[config.mk]
export PLATFORM = sky130hd
export DESIGN_NAME = jtg_mst_avmm_arbiter
export DESIGN_NICKNAME = d
export VERILOG_FILES = /design/src/rtl/jtg_mst_avmm_arbiter.sv
export SDC_FILE = /design/constraint.sdc
export NUM_CORES = 1
export LEC_CHECK = 0
export ABC_AREA = 1
export BUFFER_PORTS_ARGS = -buffer_cell sky130_fd_sc_hd__buf_2
export CAP_MARGIN = 20
export CORE_UTILIZATION = 27
export CTS_BUF_LIST = sky130_fd_sc_hd__clkbuf_2 sky130_fd_sc_hd__clkbuf_4 sky130_fd_sc_hd__clkbuf_8
export CTS_CLUSTER_SIZE = 30
export DETAILED_ROUTE_END_ITERATION = 8
export PLACE_DENSITY = 0.56
export SLEW_MARGIN = 20
export SYNTH_ARGS = -nofsm -noshare
export SYNTH_HDL_FRONTEND = slang
export SYNTH_SLANG_ARGS = --single-unit
[constraint.sdc]
create_clock -name clk_clk -period 4.9 [get_ports clk_clk]
set_clock_uncertainty 0.1 [all_clocks]
set_input_delay 0.245 -clock clk_clk [delete_from_list [all_inputs] [get_ports clk_clk]]
set_output_delay 0.245 -clock clk_clk [all_outputs]
set_load 0.02 [all_outputs]
[src/rtl/jtg_mst_avmm_arbiter.sv]
// Two-requester Avalon-MM arbiter: round-robin command grant, in-order read return routed by an ID FIFO.
// Grant is registered, so it arrives 1 cycle after a request; a granted requester stalls on m_waitrequest or a full ID FIFO.
module jtg_mst_avmm_arbiter #(
  parameter int ADDR_W   = 32,
  parameter int DATA_W   = 32,
  parameter int MAX_PEND = 4
) (
  input  logic                       clk_clk,
  input  logic                       reset_reset,
  input  logic [ADDR_W-1:0]          s0_address,
  input  logic                       s0_read,
  input  logic                       s0_write,
  input  logic [DATA_W-1:0]          s0_writedata,
  input  logic [DATA_W/8-1:0]        s0_byteenable,
  output logic                       s0_waitrequest,
  output logic [DATA_W-1:0]          s0_readdata,
  output logic                       s0_readdatavalid,
  input  logic [ADDR_W-1:0]          s1_address,
  input  logic                       s1_read,
  input  logic                       s1_write,
  input  logic [DATA_W-1:0]          s1_writedata,
  input  logic [DATA_W/8-1:0]        s1_byteenable,
  output logic                       s1_waitrequest,
  output logic [DATA_W-1:0]          s1_readdata,
  output logic                       s1_readdatavalid,
  output logic [ADDR_W-1:0]          m_address,
  output logic                       m_read,
  output logic                       m_write,
  output logic [DATA_W-1:0]          m_writedata,
  output logic [DATA_W/8-1:0]        m_byteenable,
  input  logic                       m_waitrequest,
  input  logic [DATA_W-1:0]          m_readdata,
  input  logic                       m_readdatavalid,
  output logic [$clog2(MAX_PEND):0]  pend_count,
  output logic [1:0]                 err_sticky
);
  localparam int BE_W = DATA_W / 8;
  localparam int PW   = $clog2(MAX_PEND);
  localparam logic [PW:0] PEND_MAX = (PW+1)'(MAX_PEND);

  typedef enum logic [1:0] {IDLE, GNT0, GNT1} state_t;

  state_t            state;
  logic              last_grant;
  logic              id_mem [MAX_PEND];
  logic [PW-1:0]     wr_ptr;
  logic [PW-1:0]     rd_ptr;
  logic [ADDR_W-1:0] addr_q;
  logic [DATA_W-1:0] wdata_q;
  logic [BE_W-1:0]   be_q;
  logic [DATA_W-1:0] rdata0_q;
  logic [DATA_W-1:0] rdata1_q;

  logic req0, req1, gnt0, gnt1, sel_read, sel_write;
  logic full, empty, blk, accept, push, pop, head, pop0, pop1;

  assign req0      = s0_read | s0_write;
  assign req1      = s1_read | s1_write;
  assign gnt0      = (state == GNT0);
  assign gnt1      = (state == GNT1);
  assign sel_read  = (gnt0 & s0_read)  | (gnt1 & s1_read);
  assign sel_write = (gnt0 & s0_write) | (gnt1 & s1_write);

  // full comes from the registered count, so a pop this cycle cannot release a blocked read until next cycle
  assign full  = (pend_count == PEND_MAX);
  assign empty = (pend_count == '0);
  assign blk   = sel_read & full;

  assign m_read       = sel_read & ~full;
  assign m_write      = sel_write & ~sel_read;
  assign m_address    = gnt0 ? s0_address    : gnt1 ? s1_address    : addr_q;
  assign m_writedata  = gnt0 ? s0_writedata  : gnt1 ? s1_writedata  : wdata_q;
  assign m_byteenable = gnt0 ? s0_byteenable : gnt1 ? s1_byteenable : be_q;

  assign accept = (m_read | m_write) & ~m_waitrequest;
  assign push   = m_read & ~m_waitrequest;
  assign pop    = m_readdatavalid & ~empty;
  assign head   = id_mem[rd_ptr];
  assign pop0   = pop & ~head;
  assign pop1   = pop & head;

  assign s0_waitrequest   = gnt0 ? (m_waitrequest | blk) : 1'b1;
  assign s1_waitrequest   = gnt1 ? (m_waitrequest | blk) : 1'b1;
  assign s0_readdatavalid = pop0;
  assign s1_readdatavalid = pop1;
  assign s0_readdata      = pop0 ? m_readdata : rdata0_q;
  assign s1_readdata      = pop1 ? m_readdata : rdata1_q;

  always_ff @(posedge clk_clk) begin
    if (push) id_mem[wr_ptr] <= gnt1;
  end

  always_ff @(posedge clk_clk) begin
    if (reset_reset) begin
      state      <= IDLE;
      last_grant <= 1'b1;
      wr_ptr     <= '0;
      rd_ptr     <= '0;
      pend_count <= '0;
      err_sticky <= '0;
      addr_q     <= '0;
      wdata_q    <= '0;
      be_q       <= '0;
      rdata0_q   <= '0;
      rdata1_q   <= '0;
    end else begin
      if (gnt0 | gnt1) begin
        addr_q  <= m_address;
        wdata_q <= m_writedata;
        be_q    <= m_byteenable;
      end
      if (pop0) rdata0_q <= m_readdata;
      if (pop1) rdata1_q <= m_readdata;
      if (push) wr_ptr <= wr_ptr + 1'b1;
      if (pop)  rd_ptr <= rd_ptr + 1'b1;
      case ({push, pop})
        2'b10:   pend_count <= pend_count + 1'b1;
        2'b01:   pend_count <= pend_count - 1'b1;
        default: pend_count <= pend_count;
      endcase
      if (m_readdatavalid & empty) err_sticky[0] <= 1'b1;
      if (sel_read & sel_write)    err_sticky[1] <= 1'b1;

      case (state)
        IDLE: begin
          if (req0 && (!req1 || last_grant)) state <= GNT0;
          else if (req1)                     state <= GNT1;
        end
        GNT0: begin
          if (accept) begin
            last_grant <= 1'b0;
            state      <= req1 ? GNT1 : IDLE;
          end
        end
        GNT1: begin
          if (accept) begin
            last_grant <= 1'b1;
            state      <= req0 ? GNT0 : IDLE;
          end
        end
        default: state <= IDLE;
      endcase
    end
  end
endmodule
======== Word level (Yosys, flattened, before mapping) ========
Memory sizes are Yosys's and may differ from the RTL's. A register that Yosys moved wholly into a read port is not among the register bits.
Index checks and enable logic that the tools add are counted.
word-level totals
  flip-flop bits (word level) ............. 144
  word-level logic and storage cells ...... 85
  memories kept ........................... 1
  bits in writable memories ............... 4
  output and inout port bits .............. 143
memory list
  memory  words  bits a word  rd ports  clocked after memory_dff  wr ports  line  text
  id_mem  4      1            1         1                         1         45    logic id_mem [MAX_PEND];
cells by class
  reductions and logical operators ........ 9
  add/sub/neg operators ................... 4
  equal/unequal tests ..................... 8
  bitwise operators ....................... 26
  mux-type cells .......................... 25
operators with widths
  kind                                                                number
  32-bit 2-to-1 mux                                                   6
  1-bit bitwise AND                                                   14
  2-bit 2-to-1 mux                                                    7
  4-bit 2-to-1 mux                                                    2
  1-bit 2-to-1 mux                                                    7
  1-bit OR                                                            7
  2-bit case mux with 3 select lines                                  1
  3-bit case mux with 2 select lines                                  1
  3-bit AND reduction                                                 2
  1-bit NOT                                                           5
  2-bit by 1-bit adder with 2-bit output, second input constant       2
  2-bit by 1-bit == test with 1-bit output, second input constant     2
  2-bit == test, second input constant                                2
  2-bit by 1-bit != test with 1-bit output, second input constant     2
  2-bit nonzero test                                                  2
  3-bit by 1-bit adder with 3-bit output, second input constant       1
  3-bit == test, second input constant                                1
  3-bit zero test                                                     1
  3-bit != test, second input constant                                1
  3-bit by 1-bit subtractor with 3-bit output, second input constant  1
  2-bit zero test                                                     1
  1-bit case mux with 2 select lines                                  1
  1-bit logical AND                                                   1
  1-bit zero test                                                     1
  1-bit logical OR                                                    1

======== Longest topological paths before layout ========
Gate-level depths: netlist of the first run.
  depth in word-level cells ............... 9
  mapped depth ............................ 14
  mapped depth without buffers ............ 12

======== Worst setup path after synthesis of the first run ========
OpenSTA, ideal clock, no wires.
  path kind ............................... flip-flop to flip-flop
  start ................................... reg state[0]
  end ..................................... reg pend_count[2]
  data arrival time ....................... 2213 ps
  path slack .............................. 2465 ps
  clock period less this slack ............ 2435 ps
  cell stages (with the launch flop) ...... 15
  path buffers ............................ 2
  cells stage by stage .................... dfxtp_1 > inv_1 > ha_1 > buf_6 > nand2_1 > nand2_1 > nand3_1 > buf_2 > ha_1 > inv_1 > fa_1 > a21oi_1 > o21ai_0 > o21ai_0 > a21oi_1
between the ends
  longest elaborated chain between the ends .. 7
  elaborated cells on any way between the ends .. 11
  classes of those cells .................. eq/ne: 4; mux: 1; bitwise: 5; reduce/logical: 1
ends and longest elaborated chain
  what                                                                       line  text
  start: declaration                                                         43    state_t state;
  start signal: assignment                                                   132   state <= req1 ? GNT1 : IDLE;
  start signal: assignment                                                   138   state <= req0 ? GNT0 : IDLE;
  2-bit == test (*)                                                          60    assign gnt1 = (state == GNT1);
  via gnt1                                                                   54    logic req0, req1, gnt0, gnt1, sel_read, sel_write;
  1-bit bitwise AND (*)                                                      61    assign sel_read = (gnt0 & s0_read) | (gnt1 & s1_read);
  1-bit OR (*)                                                               61
  1-bit bitwise AND (*)                                                      69    assign m_read = sel_read & ~full;
  1-bit bitwise AND (*)                                                      76    assign push = m_read & ~m_waitrequest;
  2-bit by 1-bit == test with 1-bit output or 2-bit == test (tied branches)  116   case ({push, pop})
  3-bit case mux with 2 select lines or 2-bit nonzero test (tied branches)   --
  end signal: assignment                                                     117   2'b10: pend_count <= pend_count + 1'b1;
  end signal: assignment                                                     118   2'b01: pend_count <= pend_count - 1'b1;
  end signal: assignment                                                     119   default: pend_count <= pend_count;
  end: declaration                                                           34    output logic [$clog2(MAX_PEND):0] pend_count,
The timed path passes the listed nets; every way through them passes the cells marked *.
A chain may end at the register's enable or synchronous reset.

======== Final worst setup path of the first run ========
  start ................................... reg state[1]
  end ..................................... out m_writedata[23]
between the ends
  longest elaborated chain between the ends .. 3
  elaborated cells on any way between the ends .. 4
  classes of those cells .................. eq/ne: 2; mux: 2
ends and longest elaborated chain
  what                   line  text
  2-bit == test          60
  32-bit 2-to-1 mux      72    assign m_writedata = gnt0 ? s0_writedata : gnt1 ? s1_writedata : wdata_q;
  32-bit 2-to-1 mux (*)  72
  end: declaration       29    output logic [DATA_W-1:0] m_writedata,
Mark *: on every way between the ends. The rest lies on a longest branch, timed or not.

==> metrics.json, run 1 <==
{
  "synthesis": {
    "yosys.cell_count.top_type": "inv_1",
    "synthArstFlopShare": 0,
    "synth_cells": 1135,
    "yosys_most_used_dff": "dfxtp_1",
    "netlist.top_cell.by_area": "dfxtp_1",
    "syn_area_um2": 8158,
    "postSynthRegisterBits": 150,
    "ys_warn_count": 0,
    "synth_top_area_share": 0.3583,
    "ys_top_cells_by_area": "dfxtp_1 (36%), inv_1 (13%), o21ai_0 (7.1%)",
    "synth_common_cells": "inv_1 (277), dfxtp_1 (146), o21ai_0 (116)",
    "yosys.cell_types.count": 29,
    "syn-mean-instance-area_um2": 7.188,
    "synth_sequential_area_ratio": 0.3730,
    "number_of_nets_produced_by_synthesis": 1321,
    "synth-edff-count": 4
  },
  "timing": {
    "fin_crit_ps": 3161,
    "setup_viol": 0,
    "final-hold-violation-count": 0,
    "slew_headroom": 0.2878,
    "worst-slew-pin-transition_ps": 1068,
    "finalMaxSlewViolations": 0,
    "final.period_utilization": 0.6451,
    "maxClockFrequency_mhz": 316.3,
    "aggregate_negative_setup_slack_ps": 0,
    "layout_setup_ws_ps": 1739,
    "grt_setup_unrepaired": "false"
  },
  "drt": {
    "detailedRoute.firstIterationViolations": 279,
    "remaining_drc_errors": 0,
    "vias": 7905,
    "firstDrtPassIters": 4,
    "drt.antenna.violating_nets": 0,
    "wl_per_cell_um": 12.44,
    "viasPerCell": 4.259,
    "drt-total-wl_um": 23080
  },
  "critical_path": {
    "end_kind": "primary output",
    "cp.arrival_ps": 2820,
    "worst-endpoint-required_ps": 4550,
    "critical_path.max_fanout": 69,
    "crit_path_start_kind": "flop",
    "number_of_cell_instances_on_the_worst_register_to_register_path": 12,
    "crit_type": "flop to primary output"
  },
  "power": {
    "power.leakage_uw": 0.005980,
    "p_per_area_nw_per_um2": 696.9,
    "peakVddDrop_v": 0.0003958
  },
  "final_layout": {
    "synthToLayoutAreaGrowth_pct": 32.62,
    "multiInputGateArea_um2": 3613,
    "regArea_um2": 3043,
    "nets": 1639,
    "final_layout_size_suffix_gt1_frac": 0.3683,
    "filler_cell_count": 3172,
    "fin_util": 0.3641,
    "n_antenna_cell": 0
  },
  "floorplanning": {
    "floorplan.core_area_um2": 29720,
    "row_count": 63,
    "initial_utilization": 0.2745,
    "overall_die_width_um": 175.8,
    "dieArea_um2": 30910,
    "die-height_um": 175.8,
    "num_io_pins": 319
  },
  "placement": {
    "placement.io_buffers": 318,
    "finalWeightedCongestion": 0.7460,
    "dpl_worst_slack_ps": 2199,
    "hpwlAfterDp_um": 16060
  },
  "clock_network": {
    "postCtsSetupBuffers": 0,
    "postCtsResizedCells": 0,
    "cts.sink_count": 150,
    "insertion_delay_ps": 450,
    "clock_tree_from_tritoncts": "built",
    "cts_htree_levels": 4,
    "clock_tree.buffer_depth": 2,
    "cts_made_buffers": 17,
    "clk_root_buf": "clkbuf_8",
    "cts_hold_buf": 49,
    "cts.clk_slew.worst_paths_ps": 90
  },
  "job": {
    "max_cap_viol_count": 0
  },
  "run_status": {
    "run_status": "finished clean"
  },
  "grt": {
    "antenna_found_initial": 2,
    "global_route_wire_length_before_repair_um": 36590,
    "number_of_global_route_vias_before_repair": 7462,
    "globalRoute.totalOverflow": 0,
    "global_route.usage.total": 0.1478,
    "grt_start_max_net_pins": 91
  },
  "worst_hold_path": {
    "holdCritPathClass": "input pin to flop",
    "hold-path-cell-count": 5
  }
}
-- power by group --
part           switching [µW]  leakage (µW)  internal, µW
logic                    3010       0.00453          1630
clock network             515      0.000220           589
registers                 152       0.00123          1640
total                    3670       0.00598          3860
-- per-layer routing --
metal / vias up / track usage / share of wire
li1: 4180 / - / -
met5: - / 0 / 0
met1: 3454 / 0.1829 / 0.46
met4: 0 / 0.03804 / 0.0075
met3: 10 / 0.04242 / 0.070
met2: 261 / 0.2493 / 0.46
-- registers in the layout (all words and copies together) (netlist names), named ones only --
register and cells:
addr_q 32, be_q 4, err_sticky 2, id_mem 4, last_grant 1, pend_count 3, rd_ptr 2, rdata0_q 32
rdata1_q 32, state 2, wdata_q 32, wr_ptr 2
-- path summary, 6_finish.rpt --
| kind | start | end | slack, ps |
|---|---|---|---|
| max | state[1] | m_writedata[23] | 1740 |
| max reg2reg | state[1] | pend_count[2] | 2270 |
| min reg2reg | err_sticky[0] | err_sticky[0] | 370 |
| min | s0_address[17] | addr_q[17] | 50 |
-- logic make-up (layout without fill, tap and decap cells) --
group           Yosys count  count (layout)  synth area share
flops                   150             150            0.3730
simple gates            252             252            0.1572
compound gates          358             358            0.2670
buf+inv                 365             696            0.1865
fa+ha+maj                10              10           0.01626
-- cell usage in the layout (no fill, tap or decap), drive strengths merged, types with 2 or more instances in the layout --
cell         synthesis  layout
a21oi               81      81
clkinvlp             0       2
nor2                78      78
clkinv               0       5
dfxtp              146     146
buf                 44     326
nand3               10      10
o21ai              206     206
bufinv               0       4
nand4                2       2
edfxtp               4       4
ha                   9       9
nand2               92      92
or2                 69      69
inv                289     289
o211ai              69      69
clkbuf              32      21
dlygate4sd3          0      49
-- area by class of cell --
type	count	share of cell area
tap	390	0.04510
timing repair buffer	375	0.1980
inverter	289	0.1005
clock buffer	21	0.02498
multi-input combinational	620	0.3340
sequential	150	0.2813
clock inverter	11	0.01619
-- worst max-delay path: stages, from the launching register on --
cell and delay (ps):
dfxtp_1 360, inv_1 100, ha_1 280, inv_4 540, buf_4 510, o211ai_1 180, o21ai_1 150, buf_2 190
-- stage by stage --
stage / cells / power, µW / hold WS [ps] / area [µm²]
6_report: 1856 / 7539 / 46.55 / 10820
5_1_grt: 1856 / 8210 / 14.79 / 10820
4_1_cts: 1856 / 7629 / 0.2305 / 10820
3_5_place_dp: 1775 / 6451 / 351.4 / 9883
3_3_place_gp: 1775 / 6427 / 346.0 / 9883
2_1_floorplan: 1135 / 5273 / 288.6 / 8158
Power figures use the tool's default switching activity.
==> run 2, diff against run 1 <==
- clock period: 4.9 -> 3.2 ns (I/O delays scaled with it)
==> run 2 against run 1 <==
Effect of this change:
- wire length grew 1.9%
- final area grew 6.1%
- total power grew 56%
- worst hold slack lost 7.6 ps
- core utilization grew 2.2 points
- first-iteration DRC count grew 22%
- clock-buffer cell count shrank 2
- flip-flop and latch count is the same
- critical path type unchanged
- combinational power grew 58%
- clock power grew 56%
- non-clock buffer count grew 59
- critical endpoint is now m_address[30]
- critical path depth grew 1
==> metrics.json, run 2 (synthesized netlist as in run 1, its figures left out) <==
{
  "drt": {
    "drt.antenna.violating_nets": 0,
    "wl_per_cell_um": 12.28,
    "detailedRoute.firstIterationViolations": 339,
    "firstDrtPassIters": 4,
    "vias": 8179,
    "drt-total-wl_um": 23520,
    "remaining_drc_errors": 0,
    "viasPerCell": 4.269
  },
  "timing": {
    "final.period_utilization": 0.8751,
    "grt_setup_unrepaired": "false",
    "finalMaxSlewViolations": 0,
    "setup_viol": 0,
    "final-hold-violation-count": 0,
    "slew_headroom": 0.4085,
    "aggregate_negative_setup_slack_ps": 0,
    "maxClockFrequency_mhz": 357.1,
    "fin_crit_ps": 2800,
    "layout_setup_ws_ps": 399.6,
    "worst-slew-pin-transition_ps": 887.2
  },
  "final_layout": {
    "layout_commonest_cell": "buf_2",
    "final_layout_size_suffix_gt1_frac": 0.3554,
    "synthToLayoutAreaGrowth_pct": 40.67,
    "nets": 1698,
    "filler_cell_count": 3069,
    "mostFrequentLayoutCells": "buf_2 (318), inv_1 (276), dfxtp_1 (146), o21ai_0 (116), dlygate4sd3_1 (106)"
  },
  "grt": {
    "grt_start_max_net_pins": 78,
    "global_route.usage.total": 0.1511,
    "antenna_found_initial": 1,
    "global_route_wire_length_before_repair_um": 37800,
    "number_of_global_route_vias_before_repair": 7788,
    "globalRoute.totalOverflow": 0
  },
  "clock_network": {
    "cts.sink_count": 150,
    "insertion_delay_ps": 430,
    "clock_tree_from_tritoncts": "built",
    "cts_made_buffers": 17,
    "postCtsSetupBuffers": 0,
    "clock_tree.buffer_depth": 2,
    "cts_htree_levels": 4,
    "clk_root_buf": "clkbuf_8",
    "cts.clk_slew.worst_paths_ps": 80
  },
  "power": {
    "power.leakage_uw": 0.006270,
    "peakVddDrop_v": 0.0006658,
    "totalPowerFinal_uw": 11780,
    "p_per_area_nw_per_um2": 1027
  },
  "placement": {
    "finalWeightedCongestion": 0.7690,
    "dpl_worst_slack_ps": 595.7,
    "placement.io_buffers": 318,
    "hpwlAfterDp_um": 15910
  },
  "critical_path": {
    "cp.arrival_ps": 2540,
    "worst-endpoint-required_ps": 2940,
    "crit_type": "flop to primary output",
    "worst_flop_to_flop_path_startpoint": "state[0]",
    "critical_path.max_fanout": 77,
    "end_kind": "primary output",
    "reg2reg_setup_slack_ps": 430,
    "crit_path_start_kind": "flop",
    "critPathLaunch": "state[0]"
  },
  "job": {
    "max_cap_viol_count": 0
  },
  "floorplanning": {
    "num_io_pins": 319,
    "floorplan.core_area_um2": 29720,
    "overall_die_width_um": 175.8,
    "row_count": 63,
    "initial_utilization": 0.2745,
    "dieArea_um2": 30910,
    "die-height_um": 175.8
  },
  "worst_hold_path": {
    "hold_path_startpoint": "m_readdatavalid",
    "holdCritPathClass": "input pin to flop"
  },
  "run_status": {
    "run_status": "finished clean"
  }
}
==> run 2: per-stage QoR <==
step             util  instance area [µm²]  cells  hold WS [ps]
3_5_place_dp   0.3352                 9961   1777         321.9
3_3_place_gp   0.3352                 9961   1777         322.9
5_1_grt        0.3861                11470   1915         27.79
2_1_floorplan       -                 8158   1135         203.6
4_1_cts        0.3860                11470   1915        0.4919
6_report       0.3862                11480   1916         38.91
==> run 2: final cells by class <==
| class | instances | area, µm² | area share |
|---|---|---|---|
| sequential | 150 | 3043 | 0.2652 |
| antenna | 1 | 2.502 | 0.0002181 |
| clock buffer | 19 | 255.2 | 0.02224 |
| multi-input combinational | 620 | 3613 | 0.3149 |
| tap | 390 | 488.0 | 0.04252 |
| clock inverter | 13 | 192.7 | 0.01679 |
| timing repair buffer | 434 | 2794 | 0.2435 |
| inverter | 289 | 1087 | 0.09474 |
==> run 2: path summary, 6_finish.rpt <==
path,to,cells after the start
hold reg to reg,err_sticky[1],2
setup / recovery,m_address[30],8
hold / removal,err_sticky[0],4
setup reg to reg,wdata_q[7],10
==> run 2: report_power, final <==
part	switching (µW)	internal (µW)	leakage [µW]	total (µW)
Sequential	229	2520	0.00123	2750
Combinational	4630	2690	0.00481	7320
Clock	819	897	0.000227	1720
Total	5680	6100	0.00627	11800
==> run 2: worst max-delay path: stages (launching register included) <==
cell      delay, ps
dfxtp_1         340
inv_1           140
ha_2            210
buf_6           390
inv_2           200
buf_12          240
o211ai_1        180
o21ai_0         160
buf_2           190
==> run 2: per-layer routing <==
| layer | share of wire | wire length (µm) | GRT usage |
|---|---|---|---|
| met1 | 0.46 | 10800 | 0.1846 |
| met2 | 0.47 | 11020 | 0.2597 |
| met3 | 0.062 | 1458 | 0.04113 |
| met4 | 0.011 | 247 | 0.03877 |
| met5 | 0 | 0 | 0 |
==> run 2: repair_timing <==
| item | in CTS | in global routing |
|---|---|---|
| hold buffers | 106 | 0 |
| resized for setup | 0 | 1 |
| setup endpoints to repair | 0 | 22 |
| endpoints found under the hold margin | 133 | 0 |
